--- src/rtl/spi_host_arbiter_if.sv ---
// Signal bundle between the SPI host engines, the SPI host arbiter and the board SPI pins.
interface spi_host_arbiter_if #(
    parameter int NumReq = 2
);
    localparam int OwW = (NumReq > 1) ? $clog2(NumReq) : 1;

    logic [NumReq-1:0] req_i;
    logic [NumReq-1:0] done_i;
    logic [NumReq-1:0] gnt_o;
    logic [NumReq-1:0] host_tx_i;
    logic [NumReq-1:0] host_sck_i;
    logic [NumReq-1:0] host_cs_ni;
    logic [NumReq-1:0] host_rx_o;
    logic              spi_tx_o;
    logic              spi_sck_o;
    logic              spi_cs_no;
    logic              spi_rx_i;
    logic [OwW-1:0]    owner_o;
    logic              busy_o;
    logic              timeout_o;

    // Arbiter side.
    modport slave (
        input  req_i, done_i, host_tx_i, host_sck_i, host_cs_ni, spi_rx_i,
        output gnt_o, host_rx_o, spi_tx_o, spi_sck_o, spi_cs_no, owner_o, busy_o, timeout_o
    );

    // Host engines and pin side.
    modport master (
        output req_i, done_i, host_tx_i, host_sck_i, host_cs_ni, spi_rx_i,
        input  gnt_o, host_rx_o, spi_tx_o, spi_sck_o, spi_cs_no, owner_o, busy_o, timeout_o
    );
endinterface

--- src/rtl/spi_host_arbiter.sv ---
// Round-robin arbiter sharing one SPI port between NumReq hosts, with whole-transaction lock and idle gap.
// Optional grant watchdog enabled by defining SPI_ARB_TIMEOUT_EN.
module spi_host_arbiter #(
    parameter int   NumReq        = 2,
    parameter int   GapCycles     = 2,
    parameter logic IdleSck       = 1'b0,
    parameter int   TimeoutCycles = 4096
) (
    input  logic              clk_sys_i,
    input  logic              rst_sys_i,
    spi_host_arbiter_if.slave bus
);
    localparam int OwW  = (NumReq > 1) ? $clog2(NumReq) : 1;
    localparam int GapW = 4;

    if (NumReq < 2 || NumReq > 8 || GapCycles < 1 || GapCycles > 15 || TimeoutCycles < 2) begin : g_param_check
        $error("spi_host_arbiter: parameter out of legal range");
    end

    typedef enum logic [1:0] {ST_IDLE, ST_OWN, ST_RELEASE} state_t;

    state_t            r_state, w_state_nxt;
    logic [NumReq-1:0] r_gnt, w_gnt_nxt;
    logic [OwW-1:0]    r_owner, w_owner_nxt;
    logic [OwW-1:0]    r_ptr, w_ptr_nxt;
    logic [GapW-1:0]   r_gap, w_gap_nxt;
    logic [OwW-1:0]    w_winner, w_idx, w_owner_inc;
    logic              w_any_req, w_user_exit, w_wdog_exp;
    int                w_tmp;

    // Scan from ptr upward with wrap; the lowest offset from ptr wins.
    always_comb begin
        w_winner  = r_ptr;
        w_any_req = 1'b0;
        w_tmp     = 0;
        w_idx     = '0;
        for (int i = NumReq - 1; i >= 0; i--) begin
            w_tmp = int'(r_ptr) + i;
            if (w_tmp >= NumReq) w_tmp = w_tmp - NumReq;
            w_idx = OwW'(w_tmp);
            if (bus.req_i[w_idx]) begin
                w_winner  = w_idx;
                w_any_req = 1'b1;
            end
        end
    end

    assign w_owner_inc = (r_owner == OwW'(NumReq - 1)) ? '0 : r_owner + OwW'(1);
    assign w_user_exit = bus.done_i[r_owner] | ~bus.req_i[r_owner];

`ifdef SPI_ARB_TIMEOUT_EN
    localparam int WdW = (TimeoutCycles > 2) ? $clog2(TimeoutCycles) : 1;
    logic [WdW-1:0] r_wdog;
    logic           r_timeout;

    assign w_wdog_exp    = (r_wdog == WdW'(TimeoutCycles - 1));
    assign bus.timeout_o = r_timeout;

    // Watchdog runs only while a host owns the bus and restarts on every new grant.
    always_ff @(posedge clk_sys_i) begin
        if (rst_sys_i) begin
            r_wdog    <= '0;
            r_timeout <= 1'b0;
        end else begin
            r_wdog    <= (r_state == ST_OWN) ? r_wdog + WdW'(1) : '0;
            r_timeout <= (r_state == ST_OWN) && w_wdog_exp && !w_user_exit;
        end
    end
`else
    assign w_wdog_exp    = 1'b0;
    assign bus.timeout_o = 1'b0;
`endif

    always_ff @(posedge clk_sys_i) begin
        if (rst_sys_i) begin
            r_state <= ST_IDLE;
            r_gnt   <= '0;
            r_owner <= '0;
            r_ptr   <= '0;
            r_gap   <= '0;
        end else begin
            r_state <= w_state_nxt;
            r_gnt   <= w_gnt_nxt;
            r_owner <= w_owner_nxt;
            r_ptr   <= w_ptr_nxt;
            r_gap   <= w_gap_nxt;
        end
    end

    always_comb begin
        w_state_nxt = r_state;
        w_gnt_nxt   = r_gnt;
        w_owner_nxt = r_owner;
        w_ptr_nxt   = r_ptr;
        w_gap_nxt   = r_gap;
        unique case (r_state)
            ST_IDLE: begin
                if (w_any_req) begin
                    w_state_nxt         = ST_OWN;
                    w_gnt_nxt           = '0;
                    w_gnt_nxt[w_winner] = 1'b1;
                    w_owner_nxt         = w_winner;
                end
            end
            ST_OWN: begin
                if (w_user_exit || w_wdog_exp) begin
                    w_state_nxt = ST_RELEASE;
                    w_gnt_nxt   = '0;
                    w_ptr_nxt   = w_owner_inc;
                    w_gap_nxt   = GapW'(GapCycles - 1);
                end
            end
            ST_RELEASE: begin
                if (r_gap == '0) w_state_nxt = ST_IDLE;
                else             w_gap_nxt   = r_gap - GapW'(1);
            end
            default: w_state_nxt = ST_IDLE;
        endcase
    end

    // Pins follow the owner only in OWN; everywhere else the bus is parked idle.
    always_comb begin
        bus.spi_tx_o  = 1'b0;
        bus.spi_sck_o = IdleSck;
        bus.spi_cs_no = 1'b1;
        bus.host_rx_o = '0;
        if (r_state == ST_OWN) begin
            bus.spi_tx_o           = bus.host_tx_i[r_owner];
            bus.spi_sck_o          = bus.host_sck_i[r_owner];
            bus.spi_cs_no          = bus.host_cs_ni[r_owner];
            bus.host_rx_o[r_owner] = bus.spi_rx_i;
        end
    end

    assign bus.gnt_o   = r_gnt;
    assign bus.owner_o = r_owner;
    assign bus.busy_o  = (r_state != ST_IDLE);
endmodule

--- src/flat_wrapper.sv ---
// flat-port wrapper written by rule: the top's interface ports become plain ports
module spi_host_arbiter_flat 
#(
    parameter int   NumReq        = 2,
    parameter int   GapCycles     = 2,
    parameter logic IdleSck       = 1'b0,
    parameter int   TimeoutCycles = 4096
)
  (clk_sys_i, rst_sys_i, bus_req_i, bus_done_i, bus_host_tx_i, bus_host_sck_i, bus_host_cs_ni, bus_spi_rx_i, bus_gnt_o, bus_host_rx_o, bus_spi_tx_o, bus_spi_sck_o, bus_spi_cs_no, bus_owner_o, bus_busy_o, bus_timeout_o);
  spi_host_arbiter_if #(.NumReq(NumReq)) bus_i ();
  input  logic clk_sys_i;
  input  logic rst_sys_i;
  input wire logic [$bits(bus_i.req_i)-1:0] bus_req_i;
  input wire logic [$bits(bus_i.done_i)-1:0] bus_done_i;
  input wire logic [$bits(bus_i.host_tx_i)-1:0] bus_host_tx_i;
  input wire logic [$bits(bus_i.host_sck_i)-1:0] bus_host_sck_i;
  input wire logic [$bits(bus_i.host_cs_ni)-1:0] bus_host_cs_ni;
  input wire logic [$bits(bus_i.spi_rx_i)-1:0] bus_spi_rx_i;
  output wire logic [$bits(bus_i.gnt_o)-1:0] bus_gnt_o;
  output wire logic [$bits(bus_i.host_rx_o)-1:0] bus_host_rx_o;
  output wire logic [$bits(bus_i.spi_tx_o)-1:0] bus_spi_tx_o;
  output wire logic [$bits(bus_i.spi_sck_o)-1:0] bus_spi_sck_o;
  output wire logic [$bits(bus_i.spi_cs_no)-1:0] bus_spi_cs_no;
  output wire logic [$bits(bus_i.owner_o)-1:0] bus_owner_o;
  output wire logic [$bits(bus_i.busy_o)-1:0] bus_busy_o;
  output wire logic [$bits(bus_i.timeout_o)-1:0] bus_timeout_o;
  assign bus_i.req_i = bus_req_i;
  assign bus_i.done_i = bus_done_i;
  assign bus_i.host_tx_i = bus_host_tx_i;
  assign bus_i.host_sck_i = bus_host_sck_i;
  assign bus_i.host_cs_ni = bus_host_cs_ni;
  assign bus_i.spi_rx_i = bus_spi_rx_i;
  assign bus_gnt_o = bus_i.gnt_o;
  assign bus_host_rx_o = bus_i.host_rx_o;
  assign bus_spi_tx_o = bus_i.spi_tx_o;
  assign bus_spi_sck_o = bus_i.spi_sck_o;
  assign bus_spi_cs_no = bus_i.spi_cs_no;
  assign bus_owner_o = bus_i.owner_o;
  assign bus_busy_o = bus_i.busy_o;
  assign bus_timeout_o = bus_i.timeout_o;
  spi_host_arbiter #(.NumReq(NumReq), .GapCycles(GapCycles), .IdleSck(IdleSck), .TimeoutCycles(TimeoutCycles)) u_core (.clk_sys_i(clk_sys_i), .rst_sys_i(rst_sys_i), .bus(bus_i));
endmodule
--- config.mk ---
export PLATFORM = sky130hd
export DESIGN_NAME = spi_host_arbiter_flat
export DESIGN_NICKNAME = d
export VERILOG_FILES = /design/src/rtl/spi_host_arbiter_if.sv /design/src/rtl/spi_host_arbiter.sv /design/src/flat_wrapper.sv
export SDC_FILE = /design/constraint.sdc
export NUM_CORES = 1
export LEC_CHECK = 0
export CAP_MARGIN = 20
export CORE_AREA = 2 2 44 46
export DETAILED_ROUTE_END_ITERATION = 12
export DIE_AREA = 0 0 46 48
export PLACE_DENSITY = 0.75
export SKIP_CTS_REPAIR_TIMING = 1
export SYNTH_ARGS = -nofsm -noshare
export SYNTH_HDL_FRONTEND = slang
export SYNTH_SLANG_ARGS = --single-unit
export TNS_END_PERCENT = 30
--- constraint.sdc ---
create_clock -name clk_sys_i -period 1.65 [get_ports clk_sys_i]
set_input_delay 0.2475 -clock clk_sys_i [delete_from_list [all_inputs] [get_ports clk_sys_i]]
set_output_delay 0.2475 -clock clk_sys_i [all_outputs]
set_load 0.01 [all_outputs]
* Word level (Yosys, flattened, before mapping)
Cells that the tools add are included.
Operators by class: add/subtract/negate cells 5, magnitude comparators 8, equal/unequal tests 6, mux-type cells 39, bitwise operators 3, reductions and logical operators 12
Operators by type and width (count):
- 1-bit two-way mux | 26
- 2-bit two-way mux | 6
- 3-bit AND reduction | 3
- 1-bit by 2-bit less-than comparator with 1-bit output (second input constant) | 4
- 4-bit two-way mux | 2
- 4-bit case mux with 2 select lines | 1
- 2-bit by 1-bit inequality test with 1-bit output (second input constant) | 3
- 2-bit case mux with 3 select lines | 1
- 2-bit nonzero test | 3
- 4-bit zero test | 1
- 2-bit case mux with 2 select lines | 1
- 2-bit AND reduction | 2
- 4-bit by 1-bit subtractor with 4-bit output (second input constant) | 1
- 1-bit by 1-bit adder with 2-bit output (second input constant) | 1
- 2-bit bitwise AND | 1
- 1-bit demux with 1-bit select | 2
- 2-bit by 1-bit == test with 1-bit output (second input constant) | 1
- 2-bit == test (second input constant) | 1
- 1-bit >= comparator (second input constant) | 2
- 1-bit by 2-bit >= comparator with 1-bit output (second input constant) | 1
- 2-bit >= comparator (second input constant) | 1
- 1-bit logical AND | 2
- 2-bit zero test | 1
- 2-bit inequality test (second input constant) | 1
- other kinds (4) | 5
Word-level totals: bits in registers 10, bits of input ports 13, word-level logic and storage cells 78

* Logic depth before layout (Yosys ltp)
Gate-level depths: netlist of run 1.
depth in word-level cells 13, gate-level depth with buffers 6

* Worst setup path after synthesis of run 1
OpenSTA, ideal clock, no wires.
path kind reg-to-reg, start point register u_core.r_state[0], end point register u_core.r_state[0], data arrival time 1.253 ns, data required time 1.529 ns, setup slack 0.276 ns, cell stages (with the launch flop) 7, path buffers 0, cell sequence dfxtp_1 -> inv_1 -> ha_1 -> or3b_1 -> nand3_2 -> nor2_2 -> mux2i_1
Between the ends: word-level cells in the longest chain between the ends 3
RTL lines:
- start, declared | RTL line spi_host_arbiter.sv:22 | state_t r_state, w_state_nxt;
- start signal, assigned | RTL line spi_host_arbiter.sv:82 | r_state <= w_state_nxt;
- 2-bit == test, or another cell as far along | RTL line spi_host_arbiter.sv:96 | unique case (r_state)
- 2-bit by 1-bit inequality test with 1-bit output (no source line)
- 3-bit AND reduction (no source line)
Several ways; a longest one is shown, not always the timed one. A chain may end at the register's enable or synchronous reset.

* Final worst setup path of run 1
start point register u_core.r_state[1], end point register u_core.r_gap[1]
Between the ends: word-level cells in the longest chain between the ends 3
RTL lines:
- 2-bit by 1-bit == test with 1-bit output / 2-bit == test (equally long branches) | RTL line spi_host_arbiter.sv:96
- 2-bit by 1-bit inequality test with 1-bit output (no source line), or another cell as far along
- 3-bit AND reduction (no source line)
- end signal, assigned | RTL line spi_host_arbiter.sv:86 | r_gap <= w_gap_nxt;
- end, declared | RTL line spi_host_arbiter.sv:26 | logic [GapW-1:0] r_gap, w_gap_nxt;
Several ways; a longest one is shown, not always the timed one.

==> impl_results.rst, run 1 <==
.. list-table::
   :header-rows: 1

   * - Metric
     - Value
   * - Worst reg2reg endpoint
     - u_core.r_gap[1]
   * - Max Clock Freq
     - 659 MHz
   * - Clock transition time at the flip-flop clock pins of the worst setup and hold paths
     - 0.07 ns
   * - Area of the mapped netlist
     - 749 sq um
   * - Post-synthesis cell type count
     - 39
   * - Top cells by area in the synthesized netlist
     - dfxtp_1 27%, ha_1 12%, mux2i_1 6.7%, nor2b_1 4.2%, inv_1 3.5%
   * - Post-layout net count
     - 136
   * - Number of sinks handled by clock tree synthesis
     - 10
   * - Power density cells
     - 1360 mW/mm^2
   * - Number of I/O pins
     - 23
   * - Net switching component of the power
     - 0.550 mW
   * - Detail-routed via count per cell
     - 5.55
   * - Core region area
     - 0.00169 sq mm
   * - Global route total overflow
     - 0
   * - Register-to-Register Path Depth
     - 7
   * - Tot GR Track Use
     - 0.169
   * - CTS tree
     - built
   * - Total nets after synthesis
     - 108
   * - Share of layout cells above drive strength 1
     - 0.174
   * - Final Setup Violations
     - 0
   * - Unrepaired setup endpoints after global routing
     - no
   * - Area delta synth->final
     - 41.2%
   * - Dominant combinational cell family by area after synthesis
     - simple AND/OR/NAND/NOR gates
   * - Via count of the first global-routing pass
     - 655
   * - Number of search-and-repair iterations in the first detailed-routing pass
     - 4
   * - Sequential cell fraction of total power
     - 0.257
   * - Run status
     - finished, final reports clean
   * - Number of placement rows
     - 15
   * - Fill cell total of the finished layout
     - 141
   * - Starting density of the core
     - 0.444
   * - Syn. warnings
     - 0
   * - Area fraction of the dominant cell type after synthesis
     - 0.267
   * - Buffer depth of the longest clock path
     - 2
   * - Number of max-slew violations in the final report
     - 0
   * - Worst-Skew Late Latency
     - 0.27 ns
   * - DRC violation count after routing
     - 0
   * - Required time at the worst-slack endpoint
     - 1.87 ns
   * - Number of nets still failing antenna checks after routing
     - 0
   * - Final RePlAce weighted congestion
     - 0.793
   * - Crit path kind
     - flip-flop to flip-flop
   * - Worst-path maximum fanout
     - 8
   * - Global-route wire length before repair
     - 2640 um
   * - Final hold violation count
     - 0
   * - Cell taking the most area after synthesis
     - dfxtp_1
   * - Clock skew after layout
     - 0.00365 ns
   * - Count of port buffers added during placement
     - 21
   * - Vias
     - 732
   * - Clock tree root driver cell
     - clkbuf_4
   * - Finished Core Util
     - 0.627
   * - Largest vdd supply drop
     - 744 uV
   * - Max-capacitance violation count
     - 0
   * - Critical Path Start Type
     - flip-flop
   * - Switching fraction of total power
     - 0.383
   * - Share of power burned in combinational logic
     - 0.585
   * - Horiz. Die Dim
     - 46 um
   * - Final min period
     - 1.52 ns
   * - Post-synthesis simple-gate area fraction
     - 0.319
   * - Worst min path class
     - flip-flop to flip-flop
   * - Die Ht
     - 48 um
   * - Mean routed wirelength per cell
     - 12.5 um
   * - Synth Area in XOR/XNOR
     - 0
   * - Total wirelength of the detailed-routed design
     - 1650 um
   * - Diodes inserted
     - 0
   * - Area of the die
     - 0.00221 sq mm
   * - First-iteration detailed-routing DRC count
     - 8
   * - Portion of total power attributed to the clock network
     - 0.158
   * - Share of the synthesized area in compound gates (AO/OA/AOI/OAI)
     - 0.145
   * - Internal power contribution
     - 0.886 mW
   * - Multiplexer fraction of the synthesized cell area
     - 0.0668
   * - WP data arrival
     - 1.73 ns
   * - Capturing element of the worst setup path
     - u_core.r_gap[1]
   * - Endpoint type of the worst setup path
     - flip-flop
   * - Mean Syn Cell Area
     - 8.52 sq um
   * - Maximum number of pins on one net before global-route repair
     - 14
   * - HPWL after detailed placement
     - 1240 um
   * - Worst reg-to-reg setup slack
     - 0.13 ns
   * - Number of clock buffers inserted by TritonCTS
     - 3
   * - Seq/Total Area, Yosys
     - 0.267
   * - Flop and latch count out of synthesis
     - 10
   * - Leakage power
     - 0.523 nW
   * - Synthesized-area fraction occupied by adder cells
     - 0.117
   * - Critical path origin
     - u_core.r_state[1]
   * - Worst reg2reg startpoint
     - u_core.r_state[1]
   * - Ratio of final minimum period to clock period
     - 0.920
   * - Overall power after layout
     - 1.44 mW
   * - Number of H-tree levels
     - 1
   * - Post-Synthesis Cells
     - 88
   * - Number of antenna violations at the first check in global routing
     - 0
[per-layer routing]
metal	track usage	share of wire	vias up
met5	0	0	-
met3	0.0415	0.072	5
li1	-	-	360
met1	0.182	0.38	332
met4	0.0857	0.018	0
met2	0.306	0.53	35
[worst max-delay path: stages (launching register included)]
cell       delay, ns
dfxtp_1         0.31
inv_1           0.10
ha_4            0.17
buf_4           0.15
nand4bb_1       0.18
and3_4          0.25
a211o_1         0.25
nand2_1         0.05
[stage by stage]
stage	cells	setup TNS, ns	setup slack, ns	hold WS, ns	area [sq um]
6_report	132	0	0.132	0.483	1060
4_1_cts	132	-1.22	-0.237	0.485	1030
5_1_grt	132	0	0.0269	0.531	1060
2_1_floorplan	88	0	0.276	0.428	749
3_5_place_dp	128	-0.0609	-0.0305	0.473	992
3_3_place_gp	128	-0.0330	-0.0124	0.469	992
[cells in the mapped netlist, drive strengths merged]
cell type and number:
nand4b 1, ha 7, nor4 1, and3 2, a311oi 1, nor2 4, dfxtp 10, a31oi 2
nor3 2, buf 3, nor3b 2, or3 1, a21oi 5, o31a 1, nand3b 1, nand2 6
o2111ai 1, and2b 1, o211ai 1, nand2b 4, nand3 4, or3b 1, inv 7, or2 1
o21ai 4, a211o 1, a2bb2oi 1, clkdlybuf4s15 1, conb 1, nor2b 5, mux2i 5, nand4bb 1
[registers in the layout (all words and copies together) (netlist names)]
| register | cells |
|---|---|
| u_core.r_state | 2 |
| u_core.bus.owner_o | 1 |
| u_core.bus.gnt_o | 2 |
| u_core.r_gap | 4 |
| u_core.r_ptr | 1 |
[layout by cell type (no fill, tap or decap), types with 3 or more instances in the layout]
| cell | instances |
|---|---|
| nor2b_1 | 5 |
| buf_4 | 6 |
| a21oi_1 | 5 |
| nand3_1 | 3 |
| ha_1 | 6 |
| inv_1 | 7 |
| nand2b_1 | 4 |
| mux2i_1 | 5 |
| clkdlybuf4s50_1 | 15 |
| nand2_1 | 6 |
| clkbuf_4 | 3 |
| dfxtp_1 | 8 |
| dlymetal6s2s_1 | 6 |
| nor2_1 | 3 |
| o21ai_0 | 3 |
[cell type report]
type / count / area, sq um / share of cell area
clock buffers: 4 / 36.3 / 0.0343
repair buffers: 27 / 270 / 0.255
inverters: 7 / 26.3 / 0.0248
well taps: 17 / 21.3 / 0.0201
flip-flops and latches: 10 / 203 / 0.191
multi-input cells: 67 / 502 / 0.474
[power by group through the flow]
| stage | sequential (mW) | clock, mW | combinational [mW] |
|---|---|---|---|
| after CTS | 0.359 | 0.234 | 0.845 |
| after detailed placement | 0.365 | 0 | 0.825 |
| after global placement | 0.362 | 0 | 0.813 |
| after global routing | 0.379 | 0.245 | 0.932 |
| final | 0.369 | 0.228 | 0.841 |
| after floorplan | 0.359 | 0 | 0.511 |
[how the worst min path moves through the flow]
stage	start	end	cells after the start
3_5_place_dp	u_core.bus.gnt_o[1]	u_core.bus.gnt_o[1]	2
5_1_grt	u_core.bus.gnt_o[1]	u_core.bus.gnt_o[1]	2
6_report	u_core.bus.gnt_o[1]	u_core.bus.gnt_o[1]	2
2_1_floorplan	rst_sys_i	u_core.r_state[1]	2
3_3_place_gp	u_core.bus.gnt_o[1]	u_core.bus.gnt_o[1]	2
4_1_cts	u_core.bus.gnt_o[1]	u_core.bus.gnt_o[1]	2
[kinds of logic (layout without fill, tap and decap cells)]
group,Yosys count,in the layout
other,1,1
muxes,5,5
AOI/OAI and AO/OA,17,17
and+or+nand+nor,37,37
adders and majority gates,7,7
buffers and inverters,11,38
DFF,10,10
(Power assumes the default switching activity.)
==> inputs of run 2 (changes only) <==
--- a/config.mk
+++ b/config.mk
@@ -6,10 +6,12 @@
 export NUM_CORES = 1
 export LEC_CHECK = 0
 export CAP_MARGIN = 20
-export CORE_AREA = 2 2 44 46
+export CORE_AREA = 2 2 43 45
 export DETAILED_ROUTE_END_ITERATION = 12
-export DIE_AREA = 0 0 46 48
-export PLACE_DENSITY = 0.75
+export DIE_AREA = 0 0 45 47
+export PLACE_DENSITY = 0.78
+export REMOVE_ABC_BUFFERS = 1
+export SETUP_SLACK_MARGIN = 0.02
 export SKIP_CTS_REPAIR_TIMING = 1
 export SYNTH_ARGS = -nofsm -noshare
 export SYNTH_HDL_FRONTEND = slang
==> constraint.sdc (replaced) <==
create_clock -name clk_sys_i -period 1.8 [get_ports clk_sys_i]
set_input_delay 0.27 -clock clk_sys_i [delete_from_list [all_inputs] [get_ports clk_sys_i]]
set_output_delay 0.27 -clock clk_sys_i [all_outputs]
set_load 0.01 [all_outputs]
==> impl_results.rst, run 2 (same netlist as run 1, synthesis figures left out) <==
.. list-table::
   :header-rows: 1

   * - Metric
     - Value
   * - Number of placement rows
     - 15 (unchanged)
   * - Core region area
     - 0.00165 sq mm (was 0.00169 sq mm)
   * - Number of search-and-repair iterations in the first detailed-routing pass
     - 4 (unchanged)
   * - Clock tree root driver cell
     - clkbuf_4 (unchanged)
   * - Global route total overflow
     - 0 (unchanged)
   * - Vias
     - 684 (was 732)
   * - CTS tree
     - built (unchanged)
   * - Diodes inserted
     - 0 (unchanged)
   * - Met2 Track Usage GR
     - 0.291 (was 0.306)
   * - Max Clock Freq
     - 658 MHz
   * - Leading cell type in the layout, fill and taps excluded
     - clkdlybuf4s50_1 (unchanged)
   * - Maximum number of pins on one net before global-route repair
     - 14 (unchanged)
   * - Power density cells
     - 1210 mW/mm^2 (was 1360 mW/mm^2)
   * - Area of the die
     - 0.00212 sq mm (was 0.00221 sq mm)
   * - Detail-routed via count per cell
     - 5.39 (was 5.55)
   * - Largest register FFs
     - 4 (unchanged)
   * - Critical path buffers and inverters
     - 1 (was 2)
   * - WP data arrival
     - 1.25 ns (was 1.73 ns)
   * - Number of sinks handled by clock tree synthesis
     - 10 (unchanged)
   * - Final RePlAce weighted congestion
     - 0.793 (about the same)
   * - Buffer depth of the longest clock path
     - 2 (unchanged)
   * - Number of H-tree levels
     - 1 (unchanged)
   * - Clock skew after layout
     - 0.000642 ns (was 0.00365 ns)
   * - Number of clock buffers inserted by TritonCTS
     - 3 (unchanged)
   * - Final Setup Violations
     - 0 (unchanged)
   * - Register name with the most flops
     - u_core.r_gap (unchanged)
   * - Cell with the largest stage delay on the worst path
     - clkdlybuf4s50_1 (was dfxtp_1)
   * - Number of I/O pins
     - 23 (unchanged)
   * - Number of nets still failing antenna checks after routing
     - 0 (unchanged)
   * - Number of max-slew violations in the final report
     - 0 (unchanged)
   * - HPWL after detailed placement
     - 1180 um (was 1240 um)
   * - Most frequent cells in the layout
     - 15 x clkdlybuf4s50_1, 7 x dfxtp_1, 6 x inv_1, 6 x nand2_1, 6 x dlymetal6s2s_1 (was 15 x clkdlybuf4s50_1, 8 x dfxtp_1, 7 x inv_1)
   * - Global-route track usage on met3
     - 0.0385 (was 0.0415)
   * - Worst-path maximum fanout
     - 12 (was 8)
   * - Horiz. Die Dim
     - 45 um (was 46 um)
   * - Global-route wire length before repair
     - 2420 um (was 2640 um)
   * - Max-capacitance violation count
     - 0 (unchanged)
   * - DRC violation count after routing
     - 0 (unchanged)
   * - Run status
     - finished, final reports clean (unchanged)
   * - Post-layout net count
     - 131 (was 136)
   * - Crit-path cells
     - clkdlybuf4s50_1 (was inv_1 > ha_4 > buf_4 > nand4bb_1 > and3_4 > a211o_1 > nand2_1)
   * - Slowest stage delay, CP
     - 0.56 ns (was 0.31 ns)
   * - Critical path's top delay family
     - buffers and inverters (was simple AND/OR/NAND/NOR gates)
   * - Crit path kind
     - flip-flop to output pin (was flip-flop to flip-flop)
   * - Busiest metal layer after global routing
     - met2 (unchanged)
   * - First-iteration detailed-routing DRC count
     - 7 (was 8)
   * - Final min period
     - 1.52 ns
   * - Clock transition time at the flip-flop clock pins of the worst setup and hold paths
     - 0.07 ns (about the same)
   * - Via count of the first global-routing pass
     - 616 (was 655)
   * - Worst min path class
     - flip-flop to flip-flop (unchanged)
   * - Unrepaired setup endpoints after global routing
     - no (unchanged)
   * - Starting density of the core
     - 0.454 (was 0.444)
   * - Final Cell Area
     - 0.00103 sq mm (was 0.00106 sq mm)
   * - Ratio of final minimum period to clock period
     - 0.844
   * - Overall power after layout
     - 1.24 mW (was 1.44 mW)
   * - Finished Core Util
     - 0.622 (was 0.627)
   * - Required time at the worst-slack endpoint
     - 1.53 ns (was 1.87 ns)
   * - Placed cell area
     - 955 sq um (was 992 sq um)
   * - Fill cell total of the finished layout
     - 145 (was 141)
   * - Leakage power
     - 0.498 nW (was 0.523 nW)
   * - Endpoint type of the worst setup path
     - output pin (was flip-flop)
   * - Count of port buffers added during placement
     - 21 (unchanged)
   * - Die Ht
     - 47 um (was 48 um)
   * - Worst-Skew Late Latency
     - 0.27 ns (about the same)
   * - Total wirelength of the detailed-routed design
     - 1480 um (was 1650 um)
   * - Final hold violation count
     - 0 (unchanged)
   * - Area delta synth->final
     - 37.1% (was 41.2%)
   * - Critical Path Start Type
     - flip-flop (unchanged)
   * - Number of antenna violations at the first check in global routing
     - 0 (unchanged)
   * - Share of layout cells above drive strength 1
     - 0.164 (was 0.174)
   * - Largest vdd supply drop
     - 628 uV (was 744 uV)
   * - Final-layout worst hold slack
     - 0.483 ns (about the same)
   * - Met1 capacity usage during global routing
     - 0.165 (was 0.182)
   * - Tot GR Track Use
     - 0.164 (was 0.169)
   * - Mean routed wirelength per cell
     - 11.7 um (was 12.5 um)
==> run 2: cell count changes in the layout (fill, tap and decap cells not counted) <==
| cell | before | now |
|---|---|---|
| inv_2 | 0 | 1 |
| inv_1 | 7 | 6 |
| dfxtp_4 | 0 | 1 |
| buf_4 | 6 | 1 |
| ha_2 | 0 | 1 |
| dfxtp_1 | 8 | 7 |
| ha_1 | 6 | 5 |
==> run 2: worst min-delay path, stage by stage, from the launching register on <==
cell     delay [ns]
dfxtp_1        0.31
o21ai_1        0.07
a21oi_1        0.06
==> run 2: where the power goes <==
part | switching [mW] | total [mW] | internal, mW
combinational | 0.330 | 0.691 | 0.361
clock | 0.0797 | 0.203 | 0.123
sequential | 0.0657 | 0.351 | 0.285
total | 0.476 | 1.24 | 0.769
==> run 2: metrics by stage <==
step / TNS [ns] / std cells / worst slack [ns]
3_3_place_gp: 0 / 123 / 0.0918
3_5_place_dp: 0 / 123 / 0.0655
5_1_grt: 0 / 127 / 0.177
6_report: 0 / 127 / 0.281
4_1_cts: -0.970 / 127 / -0.210
2_1_floorplan: 0 / 84 / 0.298
==> run 2: final cells by class <==
cell class	count	area, sq um	share of cell area
multi-input cells	67	504	0.491
inverters	7	26.3	0.0256
clock buffers	4	36.3	0.0353
flip-flops and latches	10	206	0.201
repair buffers	22	233	0.227
well taps	17	21.3	0.0207
==> run 2: path summary, 6_finish.rpt <==
check	start	end	slack, ns	cells after the start
worst max-delay path	u_core.bus.owner_o	bus_owner_o	0.28	1
worst min-delay path	u_core.bus.gnt_o[1]	u_core.bus.gnt_o[1]	0.48	2
worst max register to register	u_core.r_state[1]	u_core.r_gap[1]	0.28	7
worst min register to register	u_core.bus.gnt_o[1]	u_core.bus.gnt_o[1]	0.48	2
==> run 2: per-layer routing <==
layer | up-vias | share of wire
met5 | - | 0
met4 | 0 | 0.026
met3 | 4 | 0.051
met2 | 22 | 0.50
met1 | 307 | 0.42
li1 | 351 | -
==> inputs of run 3 (changes only) <==
--- a/config.mk
+++ b/config.mk
@@ -6,10 +6,10 @@
 export NUM_CORES = 1
 export LEC_CHECK = 0
 export CAP_MARGIN = 20
-export CORE_AREA = 2 2 43 45
+export CORE_AREA = 2 2 44 46
 export DETAILED_ROUTE_END_ITERATION = 12
-export DIE_AREA = 0 0 45 47
-export PLACE_DENSITY = 0.78
+export DIE_AREA = 0 0 46 48
+export PLACE_DENSITY = 0.75
 export REMOVE_ABC_BUFFERS = 1
 export SETUP_SLACK_MARGIN = 0.02
 export SKIP_CTS_REPAIR_TIMING = 1
==> constraint.sdc (replaced) <==
create_clock -name clk_sys_i -period 1.5 [get_ports clk_sys_i]
set_input_delay 0.225 -clock clk_sys_i [delete_from_list [all_inputs] [get_ports clk_sys_i]]
set_output_delay 0.225 -clock clk_sys_i [all_outputs]
set_load 0.01 [all_outputs]
==> impl_results.rst, run 3 (same netlist as run 1, synthesis figures left out) <==
.. list-table::
   :header-rows: 1

   * - Metric
     - Value
   * - Final Setup Violations
     - 1 (was 0)
   * - Global route total overflow
     - 0 (unchanged)
   * - Critical path's top delay family
     - buffers and inverters (unchanged)
   * - Worst reg2reg startpoint
     - u_core.r_state[1] (unchanged)
   * - Largest register FFs
     - 4 (unchanged)
   * - Worst Min Path Start
     - u_core.bus.gnt_o[1] (unchanged)
   * - HPWL after detailed placement
     - 1400 um (was 1180 um)
   * - Unrepaired setup endpoints after global routing
     - yes (was no)
   * - Final min period
     - 1.61 ns
   * - Count of port buffers added during placement
     - 21 (unchanged)
   * - Switching fraction of total power
     - 0.389 (was 0.382)
   * - Critical path origin
     - u_core.bus.owner_o (unchanged)
   * - Portion of total power attributed to the clock network
     - 0.149 (was 0.163)
   * - Via count of the first global-routing pass
     - 718 (was 616)
   * - Area delta synth->final
     - 48.7% (was 37.1%)
   * - Sequential cell fraction of total power
     - 0.248 (was 0.282)
   * - Maximum number of pins on one net before global-route repair
     - 9 (was 14)
   * - Number of nets still failing antenna checks after routing
     - 0 (unchanged)
   * - Number of I/O pins
     - 23 (unchanged)
   * - Critical path buffers and inverters
     - 2 (was 1)
   * - Clock tree root driver cell
     - clkbuf_4 (unchanged)
   * - Cell with the largest stage delay on the worst path
     - clkdlybuf4s50_1 (unchanged)
   * - Power density cells
     - 1480 mW/mm^2 (was 1210 mW/mm^2)
   * - Number of H-tree levels
     - 1 (unchanged)
   * - Leakage power
     - 0.536 nW (was 0.498 nW)
   * - Post-layout net count
     - 140 (was 131)
   * - Leading cell type in the layout, fill and taps excluded
     - clkdlybuf4s50_1 (unchanged)
   * - Core region area
     - 0.00169 sq mm (was 0.00165 sq mm)
   * - Mean routed wirelength per cell
     - 13.4 um (was 11.7 um)
   * - Tot GR Track Use
     - 0.190 (was 0.164)
   * - Area of the die
     - 0.00221 sq mm (was 0.00212 sq mm)
   * - Sequential cell area
     - 203 sq um (was 206 sq um)
   * - Ratio of final minimum period to clock period
     - 1.07
   * - Detail-routed via count per cell
     - 5.42 (was 5.39)
   * - Max-capacitance violation count
     - 0 (unchanged)
   * - Overall power after layout
     - 1.65 mW (was 1.24 mW)
   * - Required time at the worst-slack endpoint
     - 1.27 ns (was 1.53 ns)
   * - Max Clock Freq
     - 620 MHz
   * - Total wirelength of the detailed-routed design
     - 1820 um (was 1480 um)
   * - Share of power burned in combinational logic
     - 0.603 (was 0.555)
   * - Fill cell total of the finished layout
     - 141 (was 145)
   * - Worst-Skew Late Latency
     - 0.27 ns (about the same)
   * - Clock skew after layout
     - 0.00390 ns (was 0.000642 ns)
   * - Die Ht
     - 48 um (was 47 um)
   * - Internal power contribution
     - 1.01 mW (was 0.769 mW)
   * - Placed cell area
     - 0.00102 sq mm (was 955 sq um)
   * - Most frequent cells in the layout
     - 15 x clkdlybuf4s50_1, 10 x buf_4, 8 x dfxtp_1 (was 15 x clkdlybuf4s50_1, 7 x dfxtp_1, 6 x inv_1, 6 x nand2_1, 6 x dlymetal6s2s_1)
   * - DRC violation count after routing
     - 0 (unchanged)
   * - Share of layout cells above drive strength 1
     - 0.244 (was 0.164)
   * - Net switching component of the power
     - 0.643 mW (was 0.476 mW)
   * - First-iteration detailed-routing DRC count
     - 3 (was 7)
   * - Setup slack at placement
     - -0.130 ns (was 0.0655 ns)
   * - Endpoint type of the worst setup path
     - output pin (unchanged)
   * - Horiz. Die Dim
     - 46 um (was 45 um)
   * - Final Cell Area
     - 0.00111 sq mm (was 0.00103 sq mm)
   * - Slack of the critical path
     - -0.112 ns (was 0.281 ns)
   * - Register name with the most flops
     - u_core.r_gap (unchanged)
   * - Final RePlAce weighted congestion
     - 0.803 (was 0.793)
   * - Final hold violation count
     - 0 (unchanged)
   * - Crit-path cells
     - buf_4 > clkdlybuf4s50_1 (was clkdlybuf4s50_1)
   * - Area of the multi-input gates
     - 536 sq um (was 504 sq um)
   * - Number of sinks handled by clock tree synthesis
     - 10 (unchanged)
   * - Global-route wire length before repair
     - 2900 um (was 2420 um)
   * - Critical Path Start Type
     - flip-flop (unchanged)
   * - CTS tree
     - built (unchanged)
   * - Starting density of the core
     - 0.444 (was 0.454)
   * - Clock transition time at the flip-flop clock pins of the worst setup and hold paths
     - 0.07 ns (about the same)
   * - Diodes inserted
     - 0 (unchanged)
   * - Number of max-slew violations in the final report
     - 0 (unchanged)
   * - Worst min path class
     - flip-flop to flip-flop (unchanged)
   * - Number of search-and-repair iterations in the first detailed-routing pass
     - 3 (was 4)
   * - Number of clock buffers inserted by TritonCTS
     - 3 (unchanged)
   * - Failing checks
     - negative setup slack
   * - Run status
     - finished with violations (was finished, final reports clean)
   * - Number of placement rows
     - 15 (unchanged)
   * - Largest vdd supply drop
     - 767 uV (was 628 uV)
   * - Slowest stage delay, CP
     - 0.54 ns (was 0.56 ns)
   * - Vias
     - 737 (was 684)
   * - Number of antenna violations at the first check in global routing
     - 0 (unchanged)
   * - Crit path kind
     - flip-flop to output pin (unchanged)
   * - Buffer depth of the longest clock path
     - 2 (unchanged)
   * - Worst-path maximum fanout
     - 7 (was 12)
   * - WP data arrival
     - 1.39 ns (was 1.25 ns)
-- run 3: final cells by class --
type	count	area share
tap	17	0.0191
clock buffer	4	0.0325
sequential	10	0.182
inverter	7	0.0236
multi-input combinational	67	0.480
timing repair buffer	31	0.263
-- run 3: path summary, 6_finish.rpt --
kind | to | slack, ns | cells after the start
setup / recovery | bus_owner_o | -0.11 | 2
hold / removal | u_core.bus.gnt_o[1] | 0.49 | 2
hold reg to reg | u_core.bus.gnt_o[1] | 0.49 | 2
setup reg to reg | u_core.r_state[0] | 0.03 | 7
-- run 3: through the flow --
stage | TNS [ns] | utilization | hold WS [ns] | cells
after detailed placement | -1.08 | 0.605 | 0.479 | 132
after CTS | -2.86 | 0.627 | 0.495 | 136
after global placement | -0.778 | 0.605 | 0.470 | 132
final | -0.112 | 0.660 | 0.488 | 136
after floorplan | -0.00183 | - | 0.294 | 84
after global routing | -0.565 | 0.660 | 0.522 | 136
-- run 3: layer usage --
layer	GRT usage	up-vias	share of wire
li1	-	370	-
met1	0.187	339	0.38
met2	0.361	23	0.55
met3	0.0491	5	0.047
met4	0.103	0	0.020
met5	0	-	0
-- run 3: tightest hold or removal path, cell delays in order (launching register included) --
cell,delay [ns]
dfxtp_1,0.31
o21ai_1,0.07
a21oi_1,0.07
-- run 3: power by group through the flow --
| stage | clock, mW | sequential, mW | combinational, mW |
|---|---|---|---|
| 2_1_floorplan | 0 | 0.407 | 0.524 |
| 3_3_place_gp | 0 | 0.398 | 0.902 |
| 3_5_place_dp | 0 | 0.405 | 0.923 |
| 4_1_cts | 0.248 | 0.397 | 0.937 |
| 5_1_grt | 0.269 | 0.418 | 1.12 |
| 6_report | 0.246 | 0.410 | 0.997 |
